## src/rtl/iir_axi4lite_regs.sv

```systemverilog
// AXI4-lite register front end for the IIR filter core: START/DONE control,
// 32-word input sample buffer, 32-word output result buffer.
// Optional build macro: IIR_REGS_ERR_RESP_EN -- when defined, illegal accesses
// answer SLVERR; otherwise every response is OKAY (side effects identical).
module iir_axi4lite_regs #(
  parameter int AW = 32,
  parameter int DW = 32
) (
  input  logic              clk_i,
  input  logic              rst_ni,
  input  logic [AW-1:0]     aw_addr_i,
  input  logic              aw_valid_i,
  output logic              aw_ready_o,
  input  logic [DW-1:0]     w_data_i,
  input  logic [DW/8-1:0]   w_strb_i,
  input  logic              w_valid_i,
  output logic              w_ready_o,
  output logic [1:0]        b_resp_o,
  output logic              b_valid_o,
  input  logic              b_ready_i,
  input  logic [AW-1:0]     ar_addr_i,
  input  logic              ar_valid_i,
  output logic              ar_ready_o,
  output logic [DW-1:0]     r_data_o,
  output logic [1:0]        r_resp_o,
  output logic              r_valid_o,
  input  logic              r_ready_i,
  output logic              core_start_o,
  input  logic [4:0]        core_in_idx_i,
  output logic [31:0]       core_in_data_o,
  input  logic              core_out_we_i,
  input  logic [4:0]        core_out_idx_i,
  input  logic [31:0]       core_out_data_i,
  input  logic              core_done_i
);

  localparam logic [1:0] OKAY   = 2'b00;
  localparam logic [1:0] SLVERR = 2'b10;
`ifdef IIR_REGS_ERR_RESP_EN
  localparam bit ERR_EN = 1'b1;
`else
  localparam bit ERR_EN = 1'b0;
`endif

  logic                 aw_held, w_held;
  logic [9:2]           aw_word_q;
  logic [DW-1:0]        w_data_q;
  logic [DW/8-1:0]      w_strb_q;
  logic                 start_q, done_q, busy_q, start_pend;
  logic [31:0][DW-1:0]  in_buf;
  logic [31:0][31:0]    out_buf;

  // Only the word offset within the 1 KiB window is decoded.
  logic unused_addr;
  assign unused_addr = ^{aw_addr_i[AW-1:10], aw_addr_i[1:0], ar_addr_i[AW-1:10], ar_addr_i[1:0]};

  assign aw_ready_o = !aw_held;
  assign w_ready_o  = !w_held;
  assign ar_ready_o = !r_valid_o;

  // Write decode on the held address/data
  logic wr_exec, wr_is_start, wr_is_in, wr_err, in_we, start_edge, b_hs;
  always_comb begin
    wr_exec     = aw_held && w_held && !b_valid_o;
    wr_is_start = (aw_word_q == 8'h00);
    wr_is_in    = (aw_word_q[9:7] == 3'b010);
    wr_err      = !(wr_is_start || (wr_is_in && !busy_q));
    in_we       = wr_exec && wr_is_in && !busy_q;
    start_edge  = wr_exec && wr_is_start && w_strb_q[0] && w_data_q[0] && !start_q;
    b_hs        = b_valid_o && b_ready_i;
  end

  // Read decode; a same-cycle core write to the addressed OUT word is forwarded
  logic        ar_hs, rd_err;
  logic [31:0] rd_data;
  always_comb begin
    ar_hs   = ar_valid_i && ar_ready_o;
    rd_err  = 1'b0;
    rd_data = '0;
    if (ar_addr_i[9:2] == 8'h00)            rd_data = {31'b0, start_q};
    else if (ar_addr_i[9:2] == 8'h02)       rd_data = {31'b0, done_q};
    else if (ar_addr_i[9:7] == 3'b010)      rd_data = in_buf[ar_addr_i[6:2]];
    else if (ar_addr_i[9:7] == 3'b100) begin
      if (core_out_we_i && core_out_idx_i == ar_addr_i[6:2]) rd_data = core_out_data_i;
      else                                                   rd_data = out_buf[ar_addr_i[6:2]];
    end else                                rd_err = 1'b1;
  end

  // One-deep AW/W holding registers, released when the write executes
  always_ff @(posedge clk_i or negedge rst_ni) begin
    if (!rst_ni) begin
      aw_held <= 1'b0; aw_word_q <= '0;
      w_held  <= 1'b0; w_data_q  <= '0; w_strb_q <= '0;
    end else begin
      if (aw_valid_i && aw_ready_o) begin
        aw_held <= 1'b1; aw_word_q <= aw_addr_i[9:2];
      end else if (wr_exec) aw_held <= 1'b0;
      if (w_valid_i && w_ready_o) begin
        w_held <= 1'b1; w_data_q <= w_data_i; w_strb_q <= w_strb_i;
      end else if (wr_exec) w_held <= 1'b0;
    end
  end

  // Write response channel, held until accepted
  always_ff @(posedge clk_i or negedge rst_ni) begin
    if (!rst_ni) begin
      b_valid_o <= 1'b0; b_resp_o <= OKAY;
    end else if (wr_exec) begin
      b_valid_o <= 1'b1; b_resp_o <= (wr_err && ERR_EN) ? SLVERR : OKAY;
    end else if (b_hs) b_valid_o <= 1'b0;
  end

  // Control state: start edge beats a coincident done; pulse waits for the B handshake
  always_ff @(posedge clk_i or negedge rst_ni) begin
    if (!rst_ni) begin
      start_q <= 1'b0; done_q <= 1'b0; busy_q <= 1'b0;
      start_pend <= 1'b0; core_start_o <= 1'b0;
    end else begin
      if (wr_exec && wr_is_start && w_strb_q[0]) start_q <= w_data_q[0];
      if (start_edge) begin
        done_q <= 1'b0; busy_q <= 1'b1;
      end else if (core_done_i) begin
        done_q <= 1'b1; busy_q <= 1'b0;
      end
      if (start_edge)  start_pend <= 1'b1;
      else if (b_hs)   start_pend <= 1'b0;
      core_start_o <= b_hs && start_pend;
    end
  end

  // Input buffer: byte-strobed bus writes, registered core read port
  always_ff @(posedge clk_i or negedge rst_ni) begin
    if (!rst_ni) begin
      in_buf <= '0; core_in_data_o <= '0;
    end else begin
      if (in_we)
        for (int b = 0; b < DW/8; b++)
          if (w_strb_q[b]) in_buf[aw_word_q[6:2]][b*8 +: 8] <= w_data_q[b*8 +: 8];
      core_in_data_o <= in_buf[core_in_idx_i];
    end
  end

  // Output buffer: written only by the core
  always_ff @(posedge clk_i or negedge rst_ni) begin
    if (!rst_ni)            out_buf <= '0;
    else if (core_out_we_i) out_buf[core_out_idx_i] <= core_out_data_i;
  end

  // Read data channel, held until accepted
  always_ff @(posedge clk_i or negedge rst_ni) begin
    if (!rst_ni) begin
      r_valid_o <= 1'b0; r_data_o <= '0; r_resp_o <= OKAY;
    end else if (ar_hs) begin
      r_valid_o <= 1'b1; r_data_o <= rd_data;
      r_resp_o  <= (rd_err && ERR_EN) ? SLVERR : OKAY;
    end else if (r_valid_o && r_ready_i) r_valid_o <= 1'b0;
  end

endmodule

```

## config.mk

```make
export PLATFORM = sky130hd
export DESIGN_NAME = iir_axi4lite_regs
export DESIGN_NICKNAME = d
export VERILOG_FILES = /design/src/rtl/iir_axi4lite_regs.sv
export SDC_FILE = /design/constraint.sdc
export NUM_CORES = 2
export LEC_CHECK = 0
export CORE_MARGIN = 10
export CORE_UTILIZATION = 40
export CTS_BUF_LIST = sky130_fd_sc_hd__clkbuf_16
export CTS_CLUSTER_DIAMETER = 40
export DETAILED_ROUTE_END_ITERATION = 8
export PLACE_DENSITY_LB_ADDON = 0.15
export SKIP_LAST_GASP = 1
export SYNTH_ARGS = -nofsm -noshare
export SYNTH_HDL_FRONTEND = slang
export SYNTH_SLANG_ARGS = --single-unit
```

## constraint.sdc

```tcl
create_clock -name clk_i -period 2.2 [get_ports clk_i]
set_input_delay 0.66 -clock clk_i [delete_from_list [all_inputs] [get_ports clk_i]]
set_output_delay 0.66 -clock clk_i [all_outputs]
set_load 0.03 [all_outputs]
```

Word level (Yosys, flattened, before mapping)
Cells that the tools add are included.
- reduce and logical (&&, ||, !) cells: 31
- equality and inequality tests: 5
- multiplexer cells: 45
- magnitude comparators: 6
- operators by type and width (cell ; count):
    $mux W1024 ; 7
    $bwmux W1024 ; 5
    $demux W32 S5 ; 5
    $bmux W32 S5 ; 3
    $mux W32 ; 10
    $lt A5 B6 Y1 const B ; 4
    $mux W24 ; 1
    $logic_and A1 B1 Y1 ; 17
    $logic_not A8 Y1 ; 2
    $mux W16 ; 1
    $mux W1 ; 12
    $reduce_bool A2 Y1 ; 6
    $ge A5 B1 Y1 const B ; 2
    $eq A8 B2 Y1 const B ; 1
    $mux W8 ; 1
    $eq A3 B2 Y1 const B ; 2
    $logic_not A1 Y1 ; 6
    $eq A5 B5 Y1 ; 1
    $eq A3 B3 Y1 const B ; 1
- logic and storage cells: 165
- input port bits: 151
- register bits after elaboration: 2165
- output and inout port bits: 74

Depth between registers and ports, before layout
- depth after elaboration: 15
- mapped depth: 11
- gate-level depth less buffers: 6

Worst setup path after synthesis
OpenSTA, ideal clock, no wires.
- path type: input port to flip-flop
- start: input port core_in_idx_i[0]
- end: register core_in_data_o[31]
- setup time: 125 ps
- path buffers: 3
- stages: 6
- required time: 2075 ps
- path slack: -514 ps
- arrival time: 2589 ps
- cells stage by stage: clkbuf_1 > buf_2 > buf_2 > mux4_2 > mux4_2 > mux2_2
- cells in the longest elaborated chain, start to end: 2
- RTL lines (what ; RTL line ; text):
    from (decl) ; 29 ; input logic [4:0] core_in_idx_i,
    $bmux W32 S5 ; 139 ; core_in_data_o <= in_buf[core_in_idx_i];
    $mux W32 (not written as such) ; 139 ;
    to (signal assigned) ; 139 ;
    to (decl) ; 30 ; output logic [31:0] core_in_data_o,
Every way passes these cells. The select of a mux whose other input is x is not followed.
A chain may end at the register's enable or synchronous reset.

Worst setup path after layout
- start: register in_buf[894] (netlist name)
- end: register r_data_o[30]
- cells in the longest elaborated chain, start to end: 5
- RTL lines (what ; RTL line ; text):
    from (decl) ; 50 ; logic [31:0][DW-1:0] in_buf;
    from (signal, indexed assignment) ; 138 ; if (w_strb_q[b]) in_buf[aw_word_q[6:2]][b*8 +: 8] <= w_data_q[b*8 +: 8];
    $bmux W32 S5 ; 82 ; else if (ar_addr_i[9:7] == 3'b010) rd_data = in_buf[ar_addr_i[6:2]];
    $mux W32 (not written as such) ; 82 ;
    $mux W32 ; 82 ;
    $mux W32 ; 81 ; else if (ar_addr_i[9:2] == 8'h02) rd_data = {31'b0, done_q};
    $mux W32 ; 80 ; if (ar_addr_i[9:2] == 8'h00) rd_data = {31'b0, start_q};
    to (signal assigned) ; 152 ; r_valid_o <= 1'b0; r_data_o <= '0; r_resp_o <= OKAY;
    to (signal assigned) ; 154 ; r_valid_o <= 1'b1; r_data_o <= rd_data;
    to (decl) ; 24 ; output logic [DW-1:0] r_data_o,
Every way passes these cells. The select of a mux whose other input is x is not followed.

==> out/results.txt <==
First-pass GRT wire length - 525400 um
Most frequent cells in the layout - mux2_2, dfrtp_1, mux4_2
Clk buf depth - 4
CP Capture Type - register
Worst path slowest cell - mux4_2
Part of the cycle the worst path needs - 103.7%
Max Slew Vio Count - 0
Most frequent CP cell - mux4_2
Num ports - 225
Via count - 66690
Violated checks - negative setup slack
HP Class - input pin to register
Critical path class - register to register
IO buf count - 172
Total CTS buffers - 378
Final WS setup - -0.08247 ns
Total wire length - 361000 um
Met1 usage - 33.65%
Final setup fails - 10
Slew headroom - 17.33%
Crit path max fanout - 3
Area share of the largest cell type after synthesis - 51.50%
Status - finished, violations left
Synth cell types - 70
Vias in the first global route - 71632
Die area - 0.2839 sq mm
Met2 Use GR - 41.01%
Largest net degree at the start of global routing - 90
Worst-Margin Slew - 1.240 ns
Floorplan core area - 0.2620 sq mm
Slowest Stage Delay on Critical Path - 0.63 ns
Starting density of the core - 40.15%
RSZ-0062 raised after global routing - true
Leakage - 0.06091 uW
Via density - 5.844
Synth Area per Inst - 15.95 sq um
Non-Filler Instances - 11412
DRC - 0
Die height - 532.9 um
Register area - 0.05422 sq mm
Placed wire-length estimate - 247500 um
Area leader, netlist - dfrtp_1
Power Density - 987.7 mW/mm^2
Nets - 7732
Clock sink count - 2165
CTS root buf - clkbuf_16
Initial antenna violation count - 18
Multi-input logic area - 0.04911 sq mm
Post-synth EDFFs - 0
Ratio of cells with drive above 1 in the final layout - 62.37%
Peak VDD IR - 0.9855 mV
Max Cap Violations - 0
Met3 Usage GRT - 3.962%
Crit path DAT - 3.03 ns
GRT Total Usage - 24.88%
Worst path bufs/invs - 1
Dpl cells - 10672
Final clock skew - 0.04773 ns
TritonRoute pass-1 iters - 5
H-tree Lvls - 5
Sequential-to-total area share from yosys stat - 51.50%
Clock Latency Late Sink - 0.90 ns
Worst path top cell family by delay - multiplexers
GRT overflow - 0
Final hold vios - 0
Top FF cell, synth - dfrtp_1
CTS tree - yes
Final Critical Period - 2.282 ns
CP Cell Sequence - mux4_2 -> mux4_2 -> nor2b_4 -> a221oi_4 -> buf_4 -> o21ai_2
Drt wl/cell - 31.63 um
FFs w/ async S/R, synth - 100.0%
Leading cell type in the layout, fill and taps excluded - mux2_2
Initial drt markers - 4921
Routability cong. - 0.8391
Synth Warn # - 0
Startpoint class of the critical path - register
Mapped Area - 0.1052 sq mm
Seq cells post-synth - 2165
Setup_tns - -0.3520 ns
Synth top area cells - dfrtp_1, mux2_2, mux4_2
Routed Antenna Nets - 0
Cells after Synth - 6597
Synthesis-to-finish area growth - 27.61%
Site Rows - 188
Busiest grt layer - met2
WP data required - 2.95 ns
Fill cell count - 21827
Die Wd - 532.9 um
Clock-pin slew on the worst setup and hold paths - 0.05 ns
Highest clock rate - 438.1 MHz
[worst paths after layout]
| path | from | endpoint | slack (ns) | depth (start not counted) |
|---|---|---|---|---|
| worst max register to register | in_buf[894] | r_data_o[30] | -0.08 | 6 |
| worst min register to register | start_pend | start_pend | 0.47 | 2 |
| worst max-delay path | in_buf[894] | r_data_o[30] | -0.08 | 6 |
| worst min-delay path | core_in_idx_i[4] | core_in_data_o[25] | 0.27 | 2 |
| max in group asynchronous | rst_ni | in_buf[990] | 0.72 | 3 |
| min in group asynchronous | rst_ni | w_data_q[12] | 0.34 | 2 |
[report_power, final]
group / total (uW) / switching, uW / internal, uW
Combinational: 22300 / 10200 / 12100
Sequential: 51600 / 5230 / 46400
Clock: 58700 / 21700 / 37000
Total: 133000 / 37100 / 95500
[stage by stage]
stage	setup WS [ns]	hold slack, ns	instance area [sq um]	total power, uW	utilization [%]
floorplan	-0.2702	0.3644	106100	64470	-
global placement	-1.970	0.4529	120400	73130	45.93
detailed placement	-1.960	0.4589	120400	73980	45.93
CTS	-0.1508	0.2272	133500	133300	50.96
global route	-0.1148	0.2629	134200	137800	51.23
finish	-0.08247	0.2703	134300	132600	51.23
[timing repair]
action                                  CTS  global route
gates resized for setup                 454           101
endpoints found under the setup margin  212           526
hold buffers                              1             0
setup buffers                            15            22
gates cloned                              2             6
pin swaps                                 5            10
endpoints found under the hold margin    43             0
[per-layer routing]
metal  up-vias  part of all wire, %
met3       595                  5.3
met1     36664                   42
li1      27482                    -
met5         -               0.0022
met4         2                  3.7
met2      1947                   49
[final cells by class]
cell class	count	area share, %
Antenna cell	4	0.007456
Clock buffer	383	7.139
Clock inverter	309	2.333
Inverter	14	0.04287
Multi-Input combinational cell	3825	36.58
Sequential cell	2165	40.39
Tap cell	3515	3.276
Timing Repair Buffer	1197	10.24
[sequential cells by signal, indices dropped and copies added (netlist names), 4 cells and up]
signal / flops
w_data_q: 32
r_data_o: 32
core_in_data_o: 32
w_strb_q: 4
out_buf: 1024
in_buf: 1024
aw_word_q: 8
[cell families after synthesis]
family                    after synthesis  share of synthesized area (%)
muxes                                3077                          41.75
buffers and inverters                 610                          2.647
DFF                                  2165                          51.50
other                                   1                       0.003564
AOI/OAI and AO/OA                     311                          2.198
and+or+nand+nor                       429                          1.870
xor gates and xnor gates                4                        0.03331
[synthesized netlist by cell type (all sizes together) (4+ instances only)]
master,count
a2111oi,4
a211oi,9
a21oi,29
a221oi,46
a22o,34
a22oi,44
a31oi,8
a32o,7
and2,6
and3,11
buf,223
clkbuf,373
dfrtp,2165
inv,13
mux2,2142
mux2i,100
mux4,835
nand2,166
nand2b,4
nand3,45
nand3b,9
nand4,6
nor2,121
nor2b,21
nor3,14
nor3b,7
o2111ai,9
o211ai,5
o21a,4
o21ai,50
o221ai,21
o22ai,16
o311ai,4
o31ai,6
or3,6
or3b,4
Note: power is estimated with default switching activity, not from simulation.
